**config.mk**
```make
export PLATFORM = sky130hd
export DESIGN_NAME = cdb_arbiter
export DESIGN_NICKNAME = d
export VERILOG_FILES = /design/src/rtl/cdb_arbiter.sv
export SDC_FILE = /design/constraint.sdc
export NUM_CORES = 1
export LEC_CHECK = 0
export ABC_AREA = 1
export CAP_MARGIN = 20
export CORE_MARGIN = 5
export CORE_UTILIZATION = 50
export CTS_CLUSTER_DIAMETER = 80
export DETAILED_ROUTE_END_ITERATION = 10
export PLACE_DENSITY = 0.88
export SLEW_MARGIN = 20
export SYNTH_ARGS = -nofsm -noshare
export SYNTH_HDL_FRONTEND = slang
export SYNTH_SLANG_ARGS = --single-unit
```
**constraint.sdc**
```tcl
create_clock -name clk -period 5.64 [get_ports clk]
set_input_delay 0.564 -clock clk [delete_from_list [all_inputs] [get_ports clk]]
set_output_delay 0.564 -clock clk [all_outputs]
set_load 0.01 [all_outputs]
```
**src/rtl/cdb_arbiter.sv**
```systemverilog
// Common data bus arbiter: picks up to two result producers per cycle in
// round-robin order and broadcasts their tag/data on two registered CDB lanes.
module cdb_arbiter #(
  parameter int unsigned DATA_W = 32,
  parameter int unsigned NREQ   = 4
) (
  input  logic                   clk,
  input  logic                   reset,
  input  logic                   flush,
  input  logic [NREQ-1:0]        ReqValid,
  input  logic [NREQ*DATA_W-1:0] ReqTag,
  input  logic [NREQ*DATA_W-1:0] ReqData,
  output logic [NREQ-1:0]        ReqGrant,
  output logic                   CDBValid0,
  output logic                   CDBValid1,
  output logic [DATA_W-1:0]      CDBTag0,
  output logic [DATA_W-1:0]      CDBTag1,
  output logic [DATA_W-1:0]      CDBData0,
  output logic [DATA_W-1:0]      CDBData1,
  output logic [15:0]            ConflictCnt
);

  // The 2-bit pointer only covers four requesters.
  localparam int unsigned NumReq = 4;

  logic [1:0]        rr_ptr_q, rr_ptr_d;
  logic              valid0_q, valid0_d, valid1_q, valid1_d;
  logic [DATA_W-1:0] tag0_q, tag0_d, tag1_q, tag1_d;
  logic [DATA_W-1:0] data0_q, data0_d, data1_q, data1_d;
  logic [15:0]       cnt_q, cnt_d;

  logic       win0_found, win1_found;
  logic [1:0] win0_idx, win1_idx;
  logic       conflict;

  // Round-robin scan starting at rr_ptr; first two valid requesters win.
  always_comb begin
    logic [1:0] idx;
    idx        = '0;
    win0_found = 1'b0;
    win1_found = 1'b0;
    win0_idx   = '0;
    win1_idx   = '0;
    for (int k = 0; k < NumReq; k++) begin
      idx = rr_ptr_q + 2'(k);
      if (ReqValid[idx]) begin
        if (!win0_found) begin
          win0_found = 1'b1;
          win0_idx   = idx;
        end else if (!win1_found) begin
          win1_found = 1'b1;
          win1_idx   = idx;
        end
      end
    end
  end

  assign conflict = ($countones(ReqValid) > 2);

  // Grants are combinational and suppressed by reset or flush.
  always_comb begin
    ReqGrant = '0;
    if (!reset && !flush) begin
      if (win0_found) ReqGrant[win0_idx] = 1'b1;
      if (win1_found) ReqGrant[win1_idx] = 1'b1;
    end
  end

  // Next-state: lanes follow winners, idle lanes keep their last tag/data.
  always_comb begin
    rr_ptr_d = rr_ptr_q;
    valid0_d = 1'b0;
    valid1_d = 1'b0;
    tag0_d   = tag0_q;
    tag1_d   = tag1_q;
    data0_d  = data0_q;
    data1_d  = data1_q;
    cnt_d    = cnt_q;
    if (!flush) begin
      if (win0_found) begin
        valid0_d = 1'b1;
        tag0_d   = ReqTag[win0_idx*DATA_W +: DATA_W];
        data0_d  = ReqData[win0_idx*DATA_W +: DATA_W];
        rr_ptr_d = win0_idx + 2'd1;
      end
      if (win1_found) begin
        valid1_d = 1'b1;
        tag1_d   = ReqTag[win1_idx*DATA_W +: DATA_W];
        data1_d  = ReqData[win1_idx*DATA_W +: DATA_W];
        rr_ptr_d = win1_idx + 2'd1;
      end
      if (conflict && (cnt_q != 16'hFFFF)) cnt_d = cnt_q + 16'd1;
    end
  end

  // State registers with synchronous reset.
  always_ff @(posedge clk) begin
    if (reset) begin
      rr_ptr_q <= '0;
      valid0_q <= 1'b0;
      valid1_q <= 1'b0;
      tag0_q   <= '0;
      tag1_q   <= '0;
      data0_q  <= '0;
      data1_q  <= '0;
      cnt_q    <= '0;
    end else begin
      rr_ptr_q <= rr_ptr_d;
      valid0_q <= valid0_d;
      valid1_q <= valid1_d;
      tag0_q   <= tag0_d;
      tag1_q   <= tag1_d;
      data0_q  <= data0_d;
      data1_q  <= data1_d;
      cnt_q    <= cnt_d;
    end
  end

  assign CDBValid0   = valid0_q;
  assign CDBValid1   = valid1_q;
  assign CDBTag0     = tag0_q;
  assign CDBTag1     = tag1_q;
  assign CDBData0    = data0_q;
  assign CDBData1    = data1_q;
  assign ConflictCnt = cnt_q;

endmodule

```
Word-level counts from Yosys, hierarchy flattened. Cells that the tools add are included.

Flip-flop bits (word level): 148. Output and inout port bits: 150. Logic and storage cells: 90. Input port bits: 263.

Mux-type cells: 45. Equal/unequal tests: 1. Bitwise operators: 2. Order comparisons: 9. Reductions and logical operators: 12. Add/sub/neg operators: 9. Shifts and indexed selects: 4.

Operators with widths (count): indexed part select 128 x 8 -> 32 bit (4); 2-to-1 mux 2 bit (17); < comparator 2 x 3 -> 1 bit (second input constant) (6); 2-to-1 mux 1 bit (18); adder 16 x 1 -> 16 bit (second input constant) (1); 2-to-1 mux 4 bit (4); != test 16 bit (second input constant) (1); binary-select mux 1 bit (select 2 bit) (4); AND reduction 2 bit (4); adder 2 x 1 -> 2 bit (second input constant) (3); adder 1 x 1 -> 2 bit (2); adder 2 bit (second input constant) (2); demux 1 bit (select 2 bit) (2); >= comparator 2 x 1 -> 1 bit (second input constant) (2); logical AND 1 bit (4); OR 4 bit (1); adder 2 x 2 -> 3 bit (1); > comparator 3 x 2 -> 1 bit (second input constant) (1); zero test 1 bit (2); nonzero test 2 bit (1); OR reduction 2 bit (1); NOT 1 bit (1).

Logic depth before layout (Yosys ltp).
Depth in word-level cells: 18. Mapped depth: 18. Depth with buffers taken out: 17.

Worst setup path after synthesis. OpenSTA, ideal clock, no wires.

Path kind: input to output. Start: input ReqValid[3]. End: output ReqGrant[0]. Arrival: 2.142 ns. Slack: 2.934 ns. Cell stages on the path: 15. Buffers on the path: 1. Required time: 5.076 ns. Cells stage by stage: inv_1 -> nand2_1 -> nand3_2 -> nand2_4 -> ha_1 -> inv_1 -> nand2_1 -> o21ai_0 -> nand2_1 -> o21ai_2 -> nand2_2 -> nand2_4 -> nand2_2 -> clkbuf_2 -> o22ai_1.

Word-level cells in the longest chain between the ends: 18. Elaborated cells between the ends (all ways): 48. Classes of those cells: order compare (4); mux (41); bitwise (1); reduce/logical (2).

Ends and longest elaborated chain: start: declaration (RTL line 10) `input logic [NREQ-1:0] ReqValid,`; binary-select mux 1 bit (select 2 bit) (RTL line 46) `if (ReqValid[idx]) begin`; 2-to-1 mux 1 bit (implied by the code) (RTL line 46); 2-to-1 mux 2 bit / 2-to-1 mux 1 bit (equally long branches) (RTL line 46); 2-to-1 mux 2 bit / 2-to-1 mux 1 bit (equally long branches) (RTL line 47) `if (!win0_found) begin`; 2-to-1 mux 2 bit / 2-to-1 mux 1 bit (equally long branches) (RTL line 46); 2-to-1 mux 2 bit, on equally long branches (RTL line 47, 50); 2-to-1 mux 2 bit, on equally long branches (RTL line 46, 47); 2-to-1 mux 2 bit, on equally long branches (RTL line 47, 46); (+2 left out); logical AND 1 bit (implied by the code) / 2-to-1 mux 2 bit (equally long branches) (RTL line 64, 46); 2-to-1 mux 1 bit (implied by the code), or another cell as far along (RTL line 64) `if (win0_found) ReqGrant[win0_idx] = 1'b1;`; demux 1 bit (select 2 bit) / logical AND 1 bit (equally long branches) (RTL line 64, 65); 2-to-1 mux 4 bit / 2-to-1 mux 1 bit (equally long branches) (RTL line 64, 65); 2-to-1 mux 4 bit / demux 1 bit (select 2 bit) (equally long branches) (RTL line 63, 65); OR 4 bit (no line); 2-to-1 mux 4 bit (*) (RTL line 65) `if (win1_found) ReqGrant[win1_idx] = 1'b1;`; 2-to-1 mux 4 bit (*) (RTL line 63) `if (!reset && !flush) begin`; end: declaration (RTL line 13) `output logic [NREQ-1:0] ReqGrant,`.

Every way passes the cells marked *; elsewhere a longest branch is shown, timed or not. The select of a mux whose other input is x is not followed.

Final worst setup path.
Start: register rr_ptr_q[0]. End: output ReqGrant[3].

Word-level cells in the longest chain between the ends: 18. Elaborated cells between the ends (all ways): 51. Classes of those cells: add/sub (3); order compare (4); mux (41); bitwise (1); reduce/logical (2).

Ends and longest elaborated chain: start: declaration (RTL line 26) `logic [1:0] rr_ptr_q, rr_ptr_d;`; start signal: assignment (RTL line 108) `rr_ptr_q <= rr_ptr_d;`; branches (longest 16 deep; another with < comparator 2 x 3 -> 1 bit); 2-to-1 mux 4 bit (*) (RTL line 65); 2-to-1 mux 4 bit (*) (RTL line 63).

Mark *: on every way between the ends. The select of a mux whose other input is x is not followed.

==> results.cfg <==
[status]
status = finished clean

[floorplan]
ios = 413
initial_core_util = 0.5065
design.core.area_sq_mm = 0.02257
std_cell_rows = 55
die-area_sq_mm = 0.02599
die_h_um = 161.2
die_x_um = 161.2

[detailed_routing]
vias = 15020
drc = 0
wl_per_cell_um = 18.45
final_antenna_net_count = 0
finalWirelength_um = 48780
dr.pass1.iters = 8
drtIter0Drc = 1848
via_per_inst = 5.681

[yosys]
ys_ff_latch = 148
synth.cell_area_sq_mm = 0.01143
syn_inst = 2040
synth_area_per_cell_sq_um = 5.604
ys_warn_count = 0
yosysUniqueCellTypes = 35
synth_nets = 2310
seq_area_frac_synth = 0.2592

[worst_hold_path]
hp-start = ConflictCnt[4]
hold_class = register to register
hold_path_end = ConflictCnt[4]
hold_depth = 1

[clocking]
clkTransAtPathRegs_ns = 0.06
clk_latency_ns = 0.43
cts_tree = built
cts_buffer_depth = 2
numCtsBuffers = 17
root_buffer = clkbuf_16
cts_hold_buf = 0
h-tree-depth = 4
clock_sinks = 148
postCtsSetupRepairBufs = 0
cts_resized = 0

[global_routing]
first_global_vias = 13940
grt_max_degree = 108
grt_use_total = 0.3572
gr-total-overflow = 0
antenna_found_initial = 4
grt_pass1_wl_um = 75990

[sta]
max_freq_mhz = 204.8
finalSetupViolCount = 0
fin_hold_ws_ns = 0.4840
grt_setup_unrepaired = no
layout_setup_ws_ns = 0.7571
fin_worst_skew_ns = 0.01518
maxSlewViolCount = 0
fin_crit_sh = 0.8658
setup_tns_ns = 0
tightest_slew_ns = 1.132
maxSlewHeadroom = 0.2437
period_needed_ns = 4.883
finalHoldViolCount = 0

[final_layout]
nets = 2611
drive_gt1_frac = 0.03483
area_growth_pct = 39.42
stdcell_count = 2644

[place]
port_buffers = 412
dp.cells = 2607
gp_congestion = 0.9599
pre_cts_slack_ns = 0.9678
dp_hpwl_um = 32330

[critical_path]
endpoint_kind = output port
worstReg2RegStart = rr_ptr_q[0]
required_ns = 5.08
r2r_slack_ns = 1.54
criticalPathCategory = register to output port
arrival_ns = 4.32
critPathMaxFanout = 37
worst_r2r_path_depth = 16
rr_endpoint = CDBTag1[7]
crit_path_start_kind = register

[power]
p_per_area_mw_per_mm2 = 740.8
power_mw = 11.81
power.leakage_nw = 7.913
peakVddDrop_uv = 819.5

[run]
drv_cap = 0
[placed cells by master, fill, tap and decap left out, types with 13 or more instances in the layout]
cell type	instances
buf_4	17
clkbuf_16	17
o21ai_0	102
nand3_1	574
dfxtp_1	148
inv_1	358
nand2_1	344
nor2_1	269
clkdlybuf4s50_1	411
a21oi_1	13
nand4_1	28
[flip-flops by register name, indices dropped and copies added (netlist names)]
name and count:
CDBData1 32, CDBValid1 1, rr_ptr_q 2, CDBData0 32, CDBTag0 32, CDBValid0 1
ConflictCnt 16, CDBTag1 32
[where the power goes]
group	internal (mW)	leakage, nW	switching, mW
sequential	1.49	1.22	0.264
clock	0.639	0.275	0.508
combinational	2.94	6.42	5.96
total	5.08	7.91	6.73
[routing by layer]
metal  part of all wire  track usage
met1               0.37       0.4410
met2               0.45       0.5817
met3               0.12      0.09467
met4              0.055       0.1694
met5                  0            0
[area by class of cell]
type / instances / area [sq um]
repair buffers: 431 / 4278
clock inverters: 12 / 121.4
inverters: 367 / 1384
well taps: 285 / 356.6
multi-input cells: 1376 / 6367
diodes: 5 / 12.51
fillers: 1952 / 6633
clock buffers: 20 / 456.7
flip-flops and latches: 148 / 2963
[how the worst max path moves through the flow]
stage | startpoint | to | cells after the start | slack (ns)
3_5_place_dp | ReqValid[3] | ReqGrant[3] | 17 | 0.97
5_1_grt | rr_ptr_q[0] | ReqGrant[3] | 15 | 0.54
3_3_place_gp | ReqValid[3] | ReqGrant[3] | 17 | 0.99
4_1_cts | rr_ptr_q[0] | ReqGrant[1] | 17 | 0.81
2_1_floorplan | ReqValid[3] | ReqGrant[0] | 15 | 2.93
6_report | rr_ptr_q[0] | ReqGrant[3] | 15 | 0.76
[metrics by stage]
| stage | util | area, sq um |
|---|---|---|
| 6_report | 0.7062 | 15940 |
| 2_1_floorplan | - | 11430 |
| 5_1_grt | 0.7060 | 15940 |
| 4_1_cts | 0.7054 | 15920 |
| 3_3_place_gp | 0.6798 | 15340 |
| 3_5_place_dp | 0.6798 | 15340 |
[cells by family after synthesis]
group / count (synthesis) / share of synthesized area
XOR/XNOR: 1 / 0.0007663
buffers and inverters: 516 / 0.1881
AND/OR/NAND/NOR: 1242 / 0.4862
adder cells (fa/ha/maj): 7 / 0.008318
flip-flops: 148 / 0.2592
AO/OA/AOI/OAI: 126 / 0.05746
[cells in the mapped netlist, drive strengths merged]
library cell	n	area (sq um)
a21oi	14	73.82
nand3	580	2933
a31oi	1	6.260
nand3b	1	7.510
nand4	28	175.2
nand2	354	1366
nor3	5	25.02
nor3b	1	7.510
xnor2	1	8.760
o22ai	2	12.51
buf	108	618.1
o211a	1	10.01
dfxtp	148	2963
clkinv	1	3.750
nor4	1	6.260
o21ai	104	524.3
ha	6	75.07
inv	366	1374
clkbuf	41	155.1
o31ai	3	22.52
fa	1	20.02
a21boi	1	7.510
nor2	272	1037
[critical path: stages, from the launching register on]
cell             delay (ns)
dfxtp_1                0.67
inv_2                  0.19
nand2_1                0.11
nand2_1                0.11
nand2_1                0.13
nand2_4                0.10
nor2_8                 0.15
nand2_2                0.10
nand2_1                0.10
o21ai_2                0.08
nand2_2                0.12
nand2_4                0.26
nor2_4                 0.96
nand2_1                0.10
o31ai_1                0.12
clkdlybuf4s50_1        0.59
(Power assumes the default switching activity.)
